### src/rtl/ilv_pkg.sv
// Shared types and PB-size decoding for the turbo interleaver address sequencer.
package ilv_pkg;

    typedef enum logic [1:0] {
        ST_IDLE  = 2'd0,
        ST_WRITE = 2'd1,
        ST_GAP   = 2'd2,
        ST_READ  = 2'd3
    } ilv_state_e;

    localparam int unsigned PB16_LEN  = 64;
    localparam int unsigned PB136_LEN = 544;
    localparam int unsigned PB520_LEN = 2080;

    localparam logic [11:0] PB16_OFF  = 12'h000;
    localparam logic [11:0] PB136_OFF = 12'h040;
    localparam logic [11:0] PB520_OFF = 12'h260;

    typedef struct packed {
        logic        valid;
        logic [11:0] offset;
    } pb_dec_t;

    function automatic pb_dec_t pb_decode(input logic [31:0] len);
        pb_dec_t d;
        d.valid  = 1'b1;
        d.offset = 12'h000;
        case (len)
            PB16_LEN:  d.offset = PB16_OFF;
            PB136_LEN: d.offset = PB136_OFF;
            PB520_LEN: d.offset = PB520_OFF;
            default:   d.valid  = 1'b0;
        endcase
        return d;
    endfunction

endpackage

### src/rtl/ilv_addr_seq_if.sv
// Control and RAM-address bundle between the PB controller and the interleaver sequencer.
interface ilv_addr_seq_if #(
    parameter int ADDR_W = 12,
    parameter int LEN_W  = 12
);
    // din_vld/rd_rdy qualify a transfer in the cycle they are sampled high; the
    // matching wr_en/rd_en and address appear registered on the following cycle.
    logic              start;
    logic [LEN_W-1:0]  len;
    logic              abort;
    logic              din_vld;
    logic              rd_rdy;
    logic              wr_en;
    logic [ADDR_W-1:0] wr_addr;
    logic              rd_en;
    logic [ADDR_W-1:0] rd_addr;
    logic [ADDR_W-1:0] pb_offset;
    logic              bank;
    logic              busy;
    logic              done;
    logic              err;

    modport master (
        output start, len, abort, din_vld, rd_rdy,
        input  wr_en, wr_addr, rd_en, rd_addr, pb_offset, bank, busy, done, err
    );

    modport slave (
        input  start, len, abort, din_vld, rd_rdy,
        output wr_en, wr_addr, rd_en, rd_addr, pb_offset, bank, busy, done, err
    );
endinterface

### src/rtl/ilv_cnt.sv
// Sample counter shared by the write and read sweeps; tc_o flags the last sample of the PB.
module ilv_cnt #(
    parameter int W = 12
) (
    input  logic         clk,
    input  logic         n_rst,
    input  logic         clr_i,
    input  logic         en_i,
    input  logic [W-1:0] last_i,
    output logic [W-1:0] cnt_o,
    output logic         tc_o
);
    logic [W-1:0] cnt_q, cnt_d;

    always_comb begin
        cnt_d = cnt_q;
        if (clr_i) begin
            cnt_d = '0;
        end else if (en_i) begin
            cnt_d = cnt_q + 1'b1;
        end
    end

    always_ff @(posedge clk or negedge n_rst) begin
        if (!n_rst) begin
            cnt_q <= '0;
        end else begin
            cnt_q <= cnt_d;
        end
    end

    assign cnt_o = cnt_q;
    assign tc_o  = (cnt_q == last_i);
endmodule

### src/rtl/ilv_addr_seq.sv
// Per-PB write-then-read address sequencer for the interleaver RAM with ping-pong banks.
module ilv_addr_seq
    import ilv_pkg::*;
#(
    parameter int ADDR_W = 12,
    parameter int LEN_W  = 12,
    parameter int RD_GAP = 1
) (
    input  logic                 clk,
    input  logic                 n_rst,
    ilv_addr_seq_if.slave        bus,
    output ilv_state_e           dbg_state_o
);
    localparam logic [3:0] GAP_LAST = 4'((RD_GAP > 0) ? RD_GAP - 1 : 0);

    ilv_state_e        state_q;
    logic [LEN_W-1:0]  len_q;
    logic [ADDR_W-1:0] off_q;
    logic [ADDR_W-1:0] wr_addr_q, rd_addr_q;
    logic [3:0]        gap_q;
    logic              bank_q, wr_en_q, rd_en_q, busy_q, done_q, err_q;

    logic [ADDR_W-1:0] cnt, last;
    logic              tc, start_ok, wr_acc, rd_acc, aborting, cnt_clr, cnt_en;
    pb_dec_t           dec;

    assign dec  = pb_decode(32'(bus.len));
    assign last = ADDR_W'(len_q - LEN_W'(1));

    always_comb begin
        aborting = (state_q != ST_IDLE) && bus.abort;
        start_ok = (state_q == ST_IDLE) && bus.start && dec.valid;
        wr_acc   = (state_q == ST_WRITE) && bus.din_vld && !bus.abort;
        rd_acc   = (state_q == ST_READ) && bus.rd_rdy && !bus.abort;
        cnt_en   = wr_acc || rd_acc;
        // Clearing on the terminal sample hands a zeroed counter to the next phase.
        cnt_clr  = start_ok || aborting || (cnt_en && tc);
    end

    ilv_cnt #(.W(ADDR_W)) u_cnt (
        .clk    (clk),
        .n_rst  (n_rst),
        .clr_i  (cnt_clr),
        .en_i   (cnt_en),
        .last_i (last),
        .cnt_o  (cnt),
        .tc_o   (tc)
    );

    always_ff @(posedge clk or negedge n_rst) begin
        if (!n_rst) begin
            state_q   <= ST_IDLE;
            len_q     <= '0;
            off_q     <= '0;
            wr_addr_q <= '0;
            rd_addr_q <= '0;
            gap_q     <= '0;
            bank_q    <= 1'b0;
            wr_en_q   <= 1'b0;
            rd_en_q   <= 1'b0;
            busy_q    <= 1'b0;
            done_q    <= 1'b0;
            err_q     <= 1'b0;
        end else begin
            wr_en_q <= 1'b0;
            rd_en_q <= 1'b0;
            done_q  <= 1'b0;
            err_q   <= 1'b0;
            if (aborting) begin
                state_q <= ST_IDLE;
                busy_q  <= 1'b0;
            end else begin
                case (state_q)
                    ST_IDLE: begin
                        if (bus.start) begin
                            if (dec.valid) begin
                                len_q   <= bus.len;
                                off_q   <= ADDR_W'(dec.offset);
                                state_q <= ST_WRITE;
                                busy_q  <= 1'b1;
                            end else begin
                                err_q <= 1'b1;
                            end
                        end
                    end
                    ST_WRITE: begin
                        if (bus.din_vld) begin
                            wr_en_q   <= 1'b1;
                            wr_addr_q <= off_q + cnt;
                            if (tc) begin
                                state_q <= (RD_GAP == 0) ? ST_READ : ST_GAP;
                                gap_q   <= '0;
                            end
                        end
                    end
                    ST_GAP: begin
                        if (gap_q == GAP_LAST) begin
                            state_q <= ST_READ;
                        end else begin
                            gap_q <= gap_q + 4'd1;
                        end
                    end
                    ST_READ: begin
                        if (bus.rd_rdy) begin
                            rd_en_q   <= 1'b1;
                            rd_addr_q <= off_q + cnt;
                            if (tc) begin
                                state_q <= ST_IDLE;
                                busy_q  <= 1'b0;
                                done_q  <= 1'b1;
                                bank_q  <= ~bank_q;
                            end
                        end
                    end
                    default: begin
                        state_q <= ST_IDLE;
                        busy_q  <= 1'b0;
                    end
                endcase
            end
        end
    end

    assign bus.wr_en     = wr_en_q;
    assign bus.wr_addr   = wr_addr_q;
    assign bus.rd_en     = rd_en_q;
    assign bus.rd_addr   = rd_addr_q;
    assign bus.pb_offset = off_q;
    assign bus.bank      = bank_q;
    assign bus.busy      = busy_q;
    assign bus.done      = done_q;
    assign bus.err       = err_q;
    assign dbg_state_o   = state_q;
endmodule

### src/flat_wrapper.sv
// flat-port wrapper written by rule: the top's interface ports become plain ports
module ilv_addr_seq_flat import ilv_pkg::*;
#(
    parameter int ADDR_W = 12,
    parameter int LEN_W  = 12,
    parameter int RD_GAP = 1
)
  (clk, n_rst, dbg_state_o, bus_start, bus_len, bus_abort, bus_din_vld, bus_rd_rdy, bus_wr_en, bus_wr_addr, bus_rd_en, bus_rd_addr, bus_pb_offset, bus_bank, bus_busy, bus_done, bus_err);
  ilv_addr_seq_if #(.ADDR_W(ADDR_W), .LEN_W(LEN_W)) bus_i ();
  input  logic clk;
  input  logic n_rst;
  output ilv_state_e dbg_state_o;
  input wire logic [$bits(bus_i.start)-1:0] bus_start;
  input wire logic [$bits(bus_i.len)-1:0] bus_len;
  input wire logic [$bits(bus_i.abort)-1:0] bus_abort;
  input wire logic [$bits(bus_i.din_vld)-1:0] bus_din_vld;
  input wire logic [$bits(bus_i.rd_rdy)-1:0] bus_rd_rdy;
  output wire logic [$bits(bus_i.wr_en)-1:0] bus_wr_en;
  output wire logic [$bits(bus_i.wr_addr)-1:0] bus_wr_addr;
  output wire logic [$bits(bus_i.rd_en)-1:0] bus_rd_en;
  output wire logic [$bits(bus_i.rd_addr)-1:0] bus_rd_addr;
  output wire logic [$bits(bus_i.pb_offset)-1:0] bus_pb_offset;
  output wire logic [$bits(bus_i.bank)-1:0] bus_bank;
  output wire logic [$bits(bus_i.busy)-1:0] bus_busy;
  output wire logic [$bits(bus_i.done)-1:0] bus_done;
  output wire logic [$bits(bus_i.err)-1:0] bus_err;
  assign bus_i.start = bus_start;
  assign bus_i.len = bus_len;
  assign bus_i.abort = bus_abort;
  assign bus_i.din_vld = bus_din_vld;
  assign bus_i.rd_rdy = bus_rd_rdy;
  assign bus_wr_en = bus_i.wr_en;
  assign bus_wr_addr = bus_i.wr_addr;
  assign bus_rd_en = bus_i.rd_en;
  assign bus_rd_addr = bus_i.rd_addr;
  assign bus_pb_offset = bus_i.pb_offset;
  assign bus_bank = bus_i.bank;
  assign bus_busy = bus_i.busy;
  assign bus_done = bus_i.done;
  assign bus_err = bus_i.err;
  ilv_addr_seq #(.ADDR_W(ADDR_W), .LEN_W(LEN_W), .RD_GAP(RD_GAP)) u_core (.clk(clk), .n_rst(n_rst), .bus(bus_i), .dbg_state_o(dbg_state_o));
endmodule
### config.mk
export PLATFORM = sky130hd
export DESIGN_NAME = ilv_addr_seq_flat
export DESIGN_NICKNAME = d
export VERILOG_FILES = /design/src/rtl/ilv_pkg.sv /design/src/rtl/ilv_addr_seq_if.sv /design/src/rtl/ilv_cnt.sv /design/src/rtl/ilv_addr_seq.sv /design/src/flat_wrapper.sv
export SDC_FILE = /design/constraint.sdc
export NUM_CORES = 1
export LEC_CHECK = 0
export BUFFER_PORTS_ARGS = -buffer_cell sky130_fd_sc_hd__buf_4
export CORE_MARGIN = 8
export CORE_UTILIZATION = 34
export DETAILED_ROUTE_END_ITERATION = 10
export GPL_ROUTABILITY_DRIVEN = 0
export PLACE_DENSITY_LB_ADDON = 0.15
export RECOVER_POWER = 25
export SYNTH_ARGS = -nofsm -noshare
export SYNTH_HDL_FRONTEND = slang
export SYNTH_HIERARCHICAL = 1
export SYNTH_SLANG_ARGS = --single-unit
### constraint.sdc
create_clock -name clk -period 5.73 [get_ports clk]
set_clock_uncertainty 0.15 [all_clocks]
set_input_delay 0.8595 -clock clk [delete_from_list [all_inputs] [get_ports clk]]
set_output_delay 0.8595 -clock clk [all_outputs]
set_load 0.01 [all_outputs]
==> results.toml <==
[run_status]
status = "finished with violations"
failed_checks = "capacitance limit, slew limit"

[worst_hold_path]
min-delay-start = "u_core/bus.bank"
hold_class = "reg2reg"
whs_path_depth = 1
min_to = "u_core/bus.bank"

[setup_path]
critical_path_depth = 12
cp_slowest_cell = "or4_1"
cp_max_fo = 13
crit_family = "simple AND/OR/NAND/NOR gates"
reg2reg_from = "u_core/len_q[2]"
crit_path_max_incr_delay_ns = 0.51
path_class = "reg2reg"
reg2reg_slack_ns = 1.97
cp-end-kind = "flip-flop"
critPathBufInv = 0
rr_worst_depth = 12
start_kind = "flip-flop"
crit_arrival_ns = 3.87
worstPathRequired_ns = 5.84
reg2reg_to = "u_core/u_cnt/cnt_o[11]"
path_cells = "nor4_1, nand2_1, nor4_1, xor2_1, xnor2_1, nand4_1, nor3_1, a21oi_1, nand2_1, o211ai_1, or4_1, a21oi_1"

[power]
clock_power_share_pct = 35.3
sequentialPowerShare_pct = 40.7
power_switching_mw = 0.402
finalPower_mw = 1.31
ir_drop_uv = 124
p_int_mw = 0.909
power_frac_comb_pct = 24.0
power.density_mw_per_mm2 = 328
p_sw_share_pct = 30.7
total_leakage_power_nw = 1.98

[floorplanning]
dieArea_mm2 = 0.0130
fp.dieW_um = 114
core.rowCount = 36
io_pins = 62
initial_utilization_pct = 34.3
die_h_um = 114
core_mm2 = 0.00955

[timing]
relSlewSlack_pct = -118
period_minus_slack_ns = 3.76
maxSlewViolCount = 63
setup_viol = 0
hold_ws_ns = 0.322
fmax_ghz = 0.266
hold_viol_final = 0
tns_ns = 0
rsz0062_at_grt = "false"
fin_ws_ns = 1.97
worst_pin_slew_ns = 3.26
fin_crit_sh_pct = 65.5

[clock_network]
cts_resized = 0
htree_num_levels = 3
cts.path.max_buffers = 2
insertion_delay_ns = 0.34
hold_buffers = 0
cts_tree = "done"
numCtsBuffers = 9
cts_sinks = 62
cts-root-buf = "clkbuf_8"
cts_setup_buffers = 0
cts.clk_slew.worst_paths_ns = 0.07

[detailed_routing]
remaining_drc_errors = 0
via_per_inst = 4.65
wire_per_inst_um = 14.0
wirelength_mm = 7.31
drt-initial-drc-count = 62
drt-pass1-iter-count = 4
drtAntennaViolNets = 0
vias = 2439

[placed_design]
dp_cells = 508
place_area_mm2 = 0.00376
dpl.hpwl_mm = 5.47
port-buffer-count = 52
post-place-ws_ns = 1.97

[synth]
ys_types = 54
yosys.area.top_type = "dfrtp_1"
ys_warn_count = 6
yosysTopAreaCellShare_pct = 47.3
synth_edf_count = 0
synth_area_leaders = "dfrtp_1, nand2_1, xnor2_1"
synth_cells = 331
synth_seq_cells = 62
ys_seq_area_share_pct = 47.3
synth_area_per_cell_um2 = 9.90
ys.flop_type = "dfrtp_1"
async_flop_share_pct = 100
synth_area_mm2 = 0.00328

[finish]
drive_gt1_share_pct = 21.0
antennaDiodeCount = 0
area_growth_syn_to_layout_pct = 21.9
finalNetCount = 416
finish.instance_area_mm2 = 0.00400
layout_common_cells = "nand2_1, dfrtp_1, buf_4"
final_core_util_pct = 41.8
fin_cells = 524

[global_route]
grt_pass1_vias = 2455
antenna_found_initial = 0
grt_max_degree = 63
grt_use_total_pct = 12.0
grt_pass1_wl_mm = 12.4
grt_overflow_total = 0

[flow_run]
maxCapViolations = 1
==> cells in the mapped netlist, types with 2 or more instances <==
cell type  instances
xor2_1            17
o21ai_0           13
nand2_1           62
nand3b_1           2
ha_1              11
inv_1             17
nor3_1             7
clkinv_1           2
nand3_2            3
nand3_1            4
nor4_4             2
nand4_1            7
clkbuf_1           3
buf_4             11
mux2_2             4
xnor2_1           23
nor2b_1            8
mux2i_1            3
dfrtp_1           62
nor4_1             2
a21oi_1            8
nor2_1            22
o22ai_1            2
a21o_1             3
a31oi_1            3
or4_1              2
==> layout make-up <==
cell class                 count  area, µm²
clock buffer                  10        128
clock inverter                 6        110
fill                         998       5550
inverter                      19       71.3
multi-input combinational    242       1580
sequential                    62       1550
tap                          133        166
timing repair buffer          52        387
==> state kept, by name (all words and copies together), names as in the netlist, 2 cells and up <==
register / flops
u_core/dbg_state_o: 2
u_core/u_cnt/cnt_o: 12
u_core/len_q: 12
u_core/bus.wr_addr: 12
u_core/bus.rd_addr: 12
u_core/gap_q: 4
u_core/bus.pb_offset: 2
==> routing by layer <==
metal | global-route usage [%] | vias to the layer above | part of all wire, %
met5 | 0 | - | 0
met1 | 15.5 | 1170 | 48
met3 | 3.38 | 10 | 5.3
met4 | 5.68 | 0 | 2.0
met2 | 18.2 | 59 | 45
li1 | - | 1200 | -
==> how the worst max path moves through the flow <==
stage	from	to	slack (ns)
after floorplan	u_core/len_q[2]	u_core/u_cnt/cnt_o[11]	2.63
after global placement	u_core/len_q[2]	u_core/u_cnt/cnt_o[11]	2.10
after detailed placement	u_core/len_q[2]	u_core/u_cnt/cnt_o[11]	1.97
after CTS	u_core/len_q[2]	u_core/u_cnt/cnt_o[11]	1.95
after global routing	n_rst	u_core/u_cnt/cnt_o[9]	1.40
final	u_core/len_q[2]	u_core/u_cnt/cnt_o[11]	1.97
==> cell families after synthesis <==
kind of cell | after synthesis | share of synthesized area [%]
xor gates and xnor gates | 40 | 10.7
muxes | 7 | 2.29
AOI/OAI and AO/OA | 40 | 7.71
DFF | 62 | 47.3
buffers and inverters | 35 | 5.34
other | 1 | 0.114
adders and majority gates | 12 | 4.81
and+or+nand+nor | 134 | 21.7
==> worst register-to-register path: stages (launching register included) <==
cell and delay [ns]:
dfrtp_1 0.43, nor4_1 0.37, nand2_1 0.14, nor4_1 0.25
xor2_1 0.21, xnor2_1 0.13, nand4_1 0.09, nor3_1 0.49
a21oi_1 0.13, nand2_1 0.36, o211ai_1 0.26, or4_1 0.51
a21oi_1 0.15
==> power groups by stage <==
stage                     Clock [mW]  Combinational, mW  Sequential [mW]
after floorplan                    0              0.194            0.546
after global placement             0              0.315            0.541
after detailed placement           0              0.319            0.543
after CTS                      0.478              0.319            0.535
after global routing           0.501              0.353            0.542
final                          0.463              0.314            0.534
Note: power is estimated with default switching activity, not from simulation.
